<file path="src/rtl/mux_arb_pkg.sv">
// rtl/mux_arb_pkg.sv - shared constants and state encoding for the mux round-robin arbiter
package mux_arb_pkg;

   localparam int N_REQ = 4;
   localparam int SEL_W = 2;

   typedef enum logic {
      ST_IDLE = 1'b0,
      ST_BUSY = 1'b1
   } state_t;

   // Previous-owner value after reset, so requester 0 is scanned first
   localparam logic [SEL_W-1:0] LAST_RST = 2'd3;

endpackage

</file>
<file path="src/rtl/mux4_rr_arbiter_pick.sv">
// rtl/mux4_rr_arbiter_pick.sv - combinational round-robin picker (module rr_pick4)
module rr_pick4
   import mux_arb_pkg::*;
(
   input  logic [N_REQ-1:0] req,
   input  logic [SEL_W-1:0] last,
   output logic [SEL_W-1:0] pick,
   output logic             any
);

   logic [SEL_W-1:0] idx;

   // Scan last+4 down to last+1 so the nearest asserted request after last wins
   always_comb begin
      pick = '0;
      any  = 1'b0;
      idx  = '0;
      for (int k = N_REQ; k >= 1; k--) begin
         idx = last + SEL_W'(k);
         if (req[idx]) begin
            pick = idx;
            any  = 1'b1;
         end
      end
   end

endmodule

</file>
<file path="src/rtl/mux4_rr_arbiter.sv">
// rtl/mux4_rr_arbiter.sv - round-robin owner of the cmos_mux_4to1 select lines (optional MUX_ARB_TIMEOUT_EN)
module mux4_rr_arbiter
   import mux_arb_pkg::*;
#(
   parameter int MAX_HOLD = 8
) (
   input  logic             clk,
   input  logic             rst,
   input  logic [N_REQ-1:0] req,
   output logic [N_REQ-1:0] grant,
   output logic             s0,
   output logic             s1,
   output logic             busy,
   output logic             expired
);

   if (MAX_HOLD < 1 || MAX_HOLD > 255) begin : g_bad_max_hold
      $error("MAX_HOLD must be within 1..255");
   end

   state_t           state, state_nxt;
   logic [SEL_W-1:0] owner, owner_nxt;
   logic [SEL_W-1:0] last, last_nxt;
   logic             expired_q, expired_nxt;
   logic [SEL_W-1:0] pick;
   logic             any;

`ifdef MUX_ARB_TIMEOUT_EN
   logic [7:0]       hold_cnt, hold_nxt;
   logic             hold_hit;

   assign hold_hit = (hold_cnt == 8'(MAX_HOLD - 1));
`endif

   rr_pick4 u_pick (
      .req  (req),
      .last (last),
      .pick (pick),
      .any  (any)
   );

   // State register; owner is kept through IDLE so the select pins do not toggle
   always_ff @(posedge clk) begin
      if (rst) begin
         state     <= ST_IDLE;
         owner     <= '0;
         last      <= LAST_RST;
         expired_q <= 1'b0;
`ifdef MUX_ARB_TIMEOUT_EN
         hold_cnt  <= '0;
`endif
      end else begin
         state     <= state_nxt;
         owner     <= owner_nxt;
         last      <= last_nxt;
         expired_q <= expired_nxt;
`ifdef MUX_ARB_TIMEOUT_EN
         hold_cnt  <= hold_nxt;
`endif
      end
   end

   // Next-state: arbitrate in IDLE, release on dropped request (or hold limit) in BUSY
   always_comb begin
      state_nxt   = state;
      owner_nxt   = owner;
      last_nxt    = last;
      expired_nxt = 1'b0;
`ifdef MUX_ARB_TIMEOUT_EN
      hold_nxt    = hold_cnt;
`endif
      case (state)
         ST_IDLE: begin
            if (any) begin
               state_nxt = ST_BUSY;
               owner_nxt = pick;
`ifdef MUX_ARB_TIMEOUT_EN
               hold_nxt  = '0;
`endif
            end
         end
         ST_BUSY: begin
            if (!req[owner]) begin
               state_nxt = ST_IDLE;
               last_nxt  = owner;
            end
`ifdef MUX_ARB_TIMEOUT_EN
            else if (hold_hit) begin
               // Forced release; the owner's request stays live but it now ranks last
               state_nxt   = ST_IDLE;
               last_nxt    = owner;
               expired_nxt = 1'b1;
            end else begin
               hold_nxt = hold_cnt + 8'd1;
            end
`endif
         end
         default: state_nxt = ST_IDLE;
      endcase
   end

   // Outputs decoded from registers only, so req never reaches an output combinationally
   always_comb begin
      busy    = (state == ST_BUSY);
      grant   = busy ? (N_REQ'(1) << owner) : '0;
      s0      = owner[1];
      s1      = owner[0];
      expired = expired_q;
   end

endmodule

</file>
<file path="config.mk">
export PLATFORM = sky130hd
export DESIGN_NAME = mux4_rr_arbiter
export DESIGN_NICKNAME = d
export VERILOG_FILES = /design/src/rtl/mux_arb_pkg.sv /design/src/rtl/mux4_rr_arbiter_pick.sv /design/src/rtl/mux4_rr_arbiter.sv
export SDC_FILE = /design/constraint.sdc
export NUM_CORES = 1
export LEC_CHECK = 0
export BUFFER_PORTS_ARGS = -buffer_cell sky130_fd_sc_hd__buf_4
export CAP_MARGIN = 40
export CORE_AREA = 2 2 39 41
export DETAILED_ROUTE_END_ITERATION = 8
export DIE_AREA = 0 0 41 43
export MAX_ROUTING_LAYER = met4
export PLACE_DENSITY_LB_ADDON = 0.08
export SLEW_MARGIN = 20
export SYNTH_ARGS = -nofsm -noshare
export SYNTH_HDL_FRONTEND = slang
export SYNTH_SLANG_ARGS = --single-unit
export TNS_END_PERCENT = 30
</file>
<file path="constraint.sdc">
create_clock -name clk -period 3 [get_ports clk]
set_input_delay 0.6 -clock clk [delete_from_list [all_inputs] [get_ports clk]]
set_output_delay 0.6 -clock clk [all_outputs]
set_load 0.02 [all_outputs]
</file>
==> results of run 1 <==
-- logic make-up after synthesis --
kind of cell	synth area share [%]
AND/OR/NAND/NOR	21.2
other	1.08
flip-flops	28.8
multiplexers	10.1
buffers and inverters	10.8
AO/OA/AOI/OAI	28.1
-- critical path, stage by stage, from the launching register on --
cell,delay (ns)
dfxtp_1,0.55
inv_2,0.11
nor3b_1,0.21
buf_4,0.17
-- cells in the mapped netlist, drive strengths merged --
library cell  number
conb               1
inv                4
o21ai              1
o221ai             2
mux2               1
dfxtp              5
clkbuf             1
o211ai             1
a211o              1
nor3               2
a31oi              1
nor2b              1
o21bai             1
nor3b              1
and3               1
a21oi              3
nand2              2
mux2i              2
nor2               6
buf                2
nand3b             1
o21ba              1
nor4               1
a211oi             2
-- layout make-up --
class                      instances  area [sq um]
inverter                           4          15.0
clock buffer                       4          26.3
timing repair buffer              12          90.1
multi-input combinational         32           210
sequential                         5           100
fill                             151           922
tap                               16          20.0
-- power breakdown --
group,switching (W),internal [W]
clock,0.0000281,0.0000503
combinational,0.0000355,0.0000355
sequential,0.0000174,0.0000752
total,0.0000810,0.000161
-- metrics by stage --
stage	util [%]	setup slack [ns]
2_1_floorplan	-	1.04
3_3_place_gp	31.5	1.34
3_5_place_dp	31.5	1.35
4_1_cts	33.4	1.08
5_1_grt	33.4	1.00
6_report	33.4	1.11
-- layer usage --
metal / routed length [um] / global-route usage (%)
met5: 0 / -
met4: 0 / 0
met3: 76 / 6.28
met2: 380 / 15.6
met1: 388 / 14.5
-- worst max-delay path by stage --
stage | from | endpoint | slack, ns | depth (start not counted)
4_1_cts | busy | grant[1] | 1.08 | 3
2_1_floorplan | busy | grant[1] | 1.04 | 3
3_3_place_gp | busy | grant[1] | 1.34 | 3
6_report | busy | grant[1] | 1.11 | 3
5_1_grt | busy | grant[1] | 1.00 | 3
3_5_place_dp | busy | grant[1] | 1.35 | 3
-- registers in the layout (all words and copies together) (netlist names) --
signal,flops
busy,1
last,2
owner,2
==> out/results.ini, run 1 <==
[critical_path]
criticalPathCategory = reg2out
worst-path-max-fanout = 11
critPathLaunchType = flop
required_ns = 2.40
reg2reg_depth = 4
end_kind = output port
rrSetupSlack_ns = 1.60
arrival_ns = 1.29
r2r_end = last[0]
worstReg2RegStart = owner[0]

[power]
peakVddDrop_mv = 0.363
p_leak_nw = 0.213
powerDensity_mw_per_mm2 = 524
power.total_w = 0.000242

[sta]
tns_ns = 0
timing.hold.ws_ns = 0.566
finalClockSkew_ns = 0.00262
fmax_mhz = 529
rsz0062_at_grt = no
hold_violations = 0
layout_min_cycle_time_ns = 1.89
timing.final.max_slew_violations = 0
setup_violations = 0
min_period_over_period_pct = 63.0

[die]
fp.dieW_um = 41
die_area_sq_mm = 0.00176
rows = 14
start_util_pct = 25.1
io_pins = 14
die_height_um = 43
core_area_sq_mm = 0.00138

[layout]
finalNetCount = 64
fin_cells = 73
final_cell_mix = 12 x buf_4, 6 x nor2_1, 5 x dfxtp_1
drive_gt1_share_pct = 31.6
area_delta_synth_final_pct = 32.7
layout_commonest_cell = buf_4
stdcell_area_sq_um = 462
diodes = 0

[global_route]
grt_pass1_vias = 291
gr-total-overflow = 0
grt_first_pass_wirelength_um = 1300
grt_max_degree = 12
antenna_found_initial = 0
grt_use_total_pct = 11.0

[place]
placed_cell_area_sq_um = 435
placed_cells = 69
io_buffers = 12
dp_hpwl_um = 634
place.gp.congestion = 0.676

[min_path]
whs_path_depth = 2
min_path_type = in2reg
hp-start = rst
whs_endpoint = owner[1]

[clocking]
htreeDepth = 1
cts_tree = built
clkTransAtPathRegs_ns = 0.05
insertion_delay_ns = 0.24
cts_setup_buffers = 0
cts.repair.resized = 0
clock-root-buffer = clkbuf_4
cts_made_buffers = 3
cts_sinks = 5
clockBufferDepth = 2
hold_buffers = 0

[detailed_routing]
drtIter0Drc = 4
routed_wl_um = 845
first_pass_iters = 3
drc = 0
vias = 359
viasPerCell = 4.92
wl_per_cell_um = 11.6
ant_nets = 0

[run]
cap_violations = 0

[yosys]
synth_largest_area_cell = dfxtp_1
yosysSeqAreaShare_pct = 28.8
postSynthAreaPerCell_sq_um = 7.91
synth_area_sq_um = 348
yosys-top-cells-area = dfxtp_1 29%, nor2_1 6.5%, mux2i_1 5.8%
synth.top_cell.area_share_pct = 28.8
ys.warnings.count = 0
synth_cells = 44
syn-num-nets = 50
yosysUniqueCellTypes = 27
synth_seq_cells = 5

[outcome]
status = finished clean

Power figures use the tool's default switching activity.
==> run 2, diff against run 1 <==
==> constraint.sdc (replaced) <==
create_clock -name clk -period 1.5 [get_ports clk]
set_input_delay 0.3 -clock clk [delete_from_list [all_inputs] [get_ports clk]]
set_output_delay 0.3 -clock clk [all_outputs]
set_load 0.02 [all_outputs]
==> out/results.ini, run 2 (synthesis gave the netlist of run 1 again) <==
[detailed_routing]
vias = 365  ; +1.7%
viasPerCell = 4.93  ; +0.30%
wl_per_cell_um = 11.2  ; -3.6%
drc = 0  ; unchanged
ant_nets = 0  ; unchanged
drtIter0Drc = 4  ; unchanged
routed_wl_um = 826  ; -2.2%
first_pass_iters = 3  ; unchanged

[global_route]
grt_use_total_pct = 11.7  ; +0.71 points
use_met3_pct = 7.85  ; +1.6 points
gr-total-overflow = 0  ; unchanged
grt_first_pass_wirelength_um = 1330  ; +2.1%
grt_pass1_vias = 291  ; unchanged
grt-busiest-layer = met2
use_met2_pct = 16.9  ; +1.3 points
use_met1_pct = 14.5  ; -0.047 points
grt_max_degree = 10  ; -2
antenna_found_initial = 0  ; unchanged

[place]
place.gp.congestion = 0.797  ; +18%
dp_hpwl_um = 658  ; +3.7%
io_buffers = 12  ; unchanged
placed_cell_area_sq_um = 448  ; +2.9%

[power]
peakVddDrop_mv = 0.557  ; +54%
p_int_w = 0.000327  ; +100%
power.total_w = 0.000490  ; +100%
p_leak_nw = 0.220  ; +3.3%
powerDensity_mw_per_mm2 = 1030  ; +96%
combPwrFrac_pct = 31.2  ; +1.9 points
sw_frac_of_total_pct = 33.2  ; -0.29 points
p_seq_share_pct = 36.9  ; -1.4 points
power.share.clock_pct = 31.9  ; -0.5 points
power_switching_w = 0.000163  ; +100%

[sta]
setup_violations = 0  ; unchanged
hold_violations = 0  ; unchanged
finalClockSkew_ns = 0.00631  ; +0.00369 ns
min_period_over_period_pct = 89.9
timing.final.max_slew_violations = 0  ; unchanged
layout_min_cycle_time_ns = 1.35
rsz0062_at_grt = no
fmax_mhz = 742

[critical_path]
critPathLaunch = owner[1]
criticalPathCategory = reg2out
cp_slowest_cell = dfxtp_1
worst-path-max-fanout = 8  ; -3
max_stage_delay_ns = 0.47  ; -0.08 ns
end_kind = output port
worstPathCellList = and3_1, buf_4
required_ns = 1.20  ; -1.20 ns
worstReg2RegStart = owner[0]
critPathLaunchType = flop
arrival_ns = 1.05  ; -0.24 ns

[layout]
stdcell_area_sq_um = 475  ; +3.0%
diodes = 0  ; unchanged
layout_commonest_cell = buf_4
n_fill_cell = 149  ; -1.3%
area_delta_synth_final_pct = 36.7
seq_area_sq_um = 101  ; +1.2%
multi_input_area_sq_um = 215  ; +2.4%
drive_gt1_share_pct = 36.2  ; +4.6 points
final_cell_mix = 13 x buf_4, 6 x nor2_1, 4 x dfxtp_1
finalNetCount = 65  ; +1.6%

[die]
die_height_um = 43  ; unchanged
rows = 14  ; unchanged
fp.dieW_um = 41  ; unchanged
io_pins = 14  ; unchanged
die_area_sq_mm = 0.00176  ; unchanged
start_util_pct = 25.1  ; unchanged
core_area_sq_mm = 0.00138  ; unchanged

[min_path]
min_path_type = in2reg
hp-start = rst

[clocking]
clockBufferDepth = 2  ; unchanged
htreeDepth = 1  ; unchanged
cts_sinks = 5  ; unchanged
cts_setup_buffers = 0  ; unchanged
clkTransAtPathRegs_ns = 0.05  ; about the same
clock-root-buffer = clkbuf_4
insertion_delay_ns = 0.24  ; about the same
cts_tree = built
cts_made_buffers = 3  ; unchanged

[outcome]
status = finished clean

[run]
cap_violations = 0  ; unchanged

[run 2: cell count changes in the layout (fill, tap and decap cells not counted)]
cell	previous run	this run
dfxtp_1	5	4
dfxtp_2	0	1
buf_4	12	13
nor3b_1	1	0
nor3b_2	0	1
[run 2: power by group through the flow]
stage               Clock (W)  Sequential (W)  Combinational [W]
floorplan                   0        0.000180           0.000102
global placement            0        0.000184           0.000156
detailed placement          0        0.000183           0.000154
CTS                  0.000163        0.000180           0.000154
global route         0.000173        0.000185           0.000167
finish               0.000156        0.000181           0.000153
[run 2: worst paths after layout]
kind	to	slack [ns]	cells after the start
worst max register to register	last[0]	0.28	4
worst min-delay path	owner[0]	0.27	2
worst max-delay path	grant[3]	0.15	2
worst min register to register	owner[0]	0.57	2
[run 2: repair_timing]
action / CTS / global route
gates resized for setup: 0 / 1
endpoints found under the setup margin: 0 / 1
hold buffers: 0 / 0
[run 2: routing by layer]
layer	routed length [um]	share of wire (%)
met4	0	0
met1	333	40
met2	423	51
met3	69	8.4
met5	0	0
[run 2: cell type report]
cell class / count / area share (%)
multi-input cells: 32 / 45.3
clock buffers: 4 / 5.53
repair buffers: 13 / 20.5
well taps: 16 / 4.21
inverters: 4 / 3.16
flip-flops and latches: 5 / 21.3
[run 2: stage by stage]
stage	worst slack, ns	util [%]	instances	hold slack (ns)	setup TNS [ns]
4_1_cts	0.0560	34.3	74	0.258	0
5_1_grt	0.0830	34.4	74	0.261	0
3_3_place_gp	0.131	32.4	70	0.520	0
6_report	0.152	34.4	74	0.266	0
2_1_floorplan	-0.0867	-	44	0.369	-0.0867
3_5_place_dp	0.131	32.4	70	0.515	0
[run 2: critical path, delay by kind of cell (launching register included)]
family                 cells  cell delay [ns]
flip-flops                 1             0.47
AND/OR/NAND/NOR            1             0.20
buffers and inverters      1             0.13
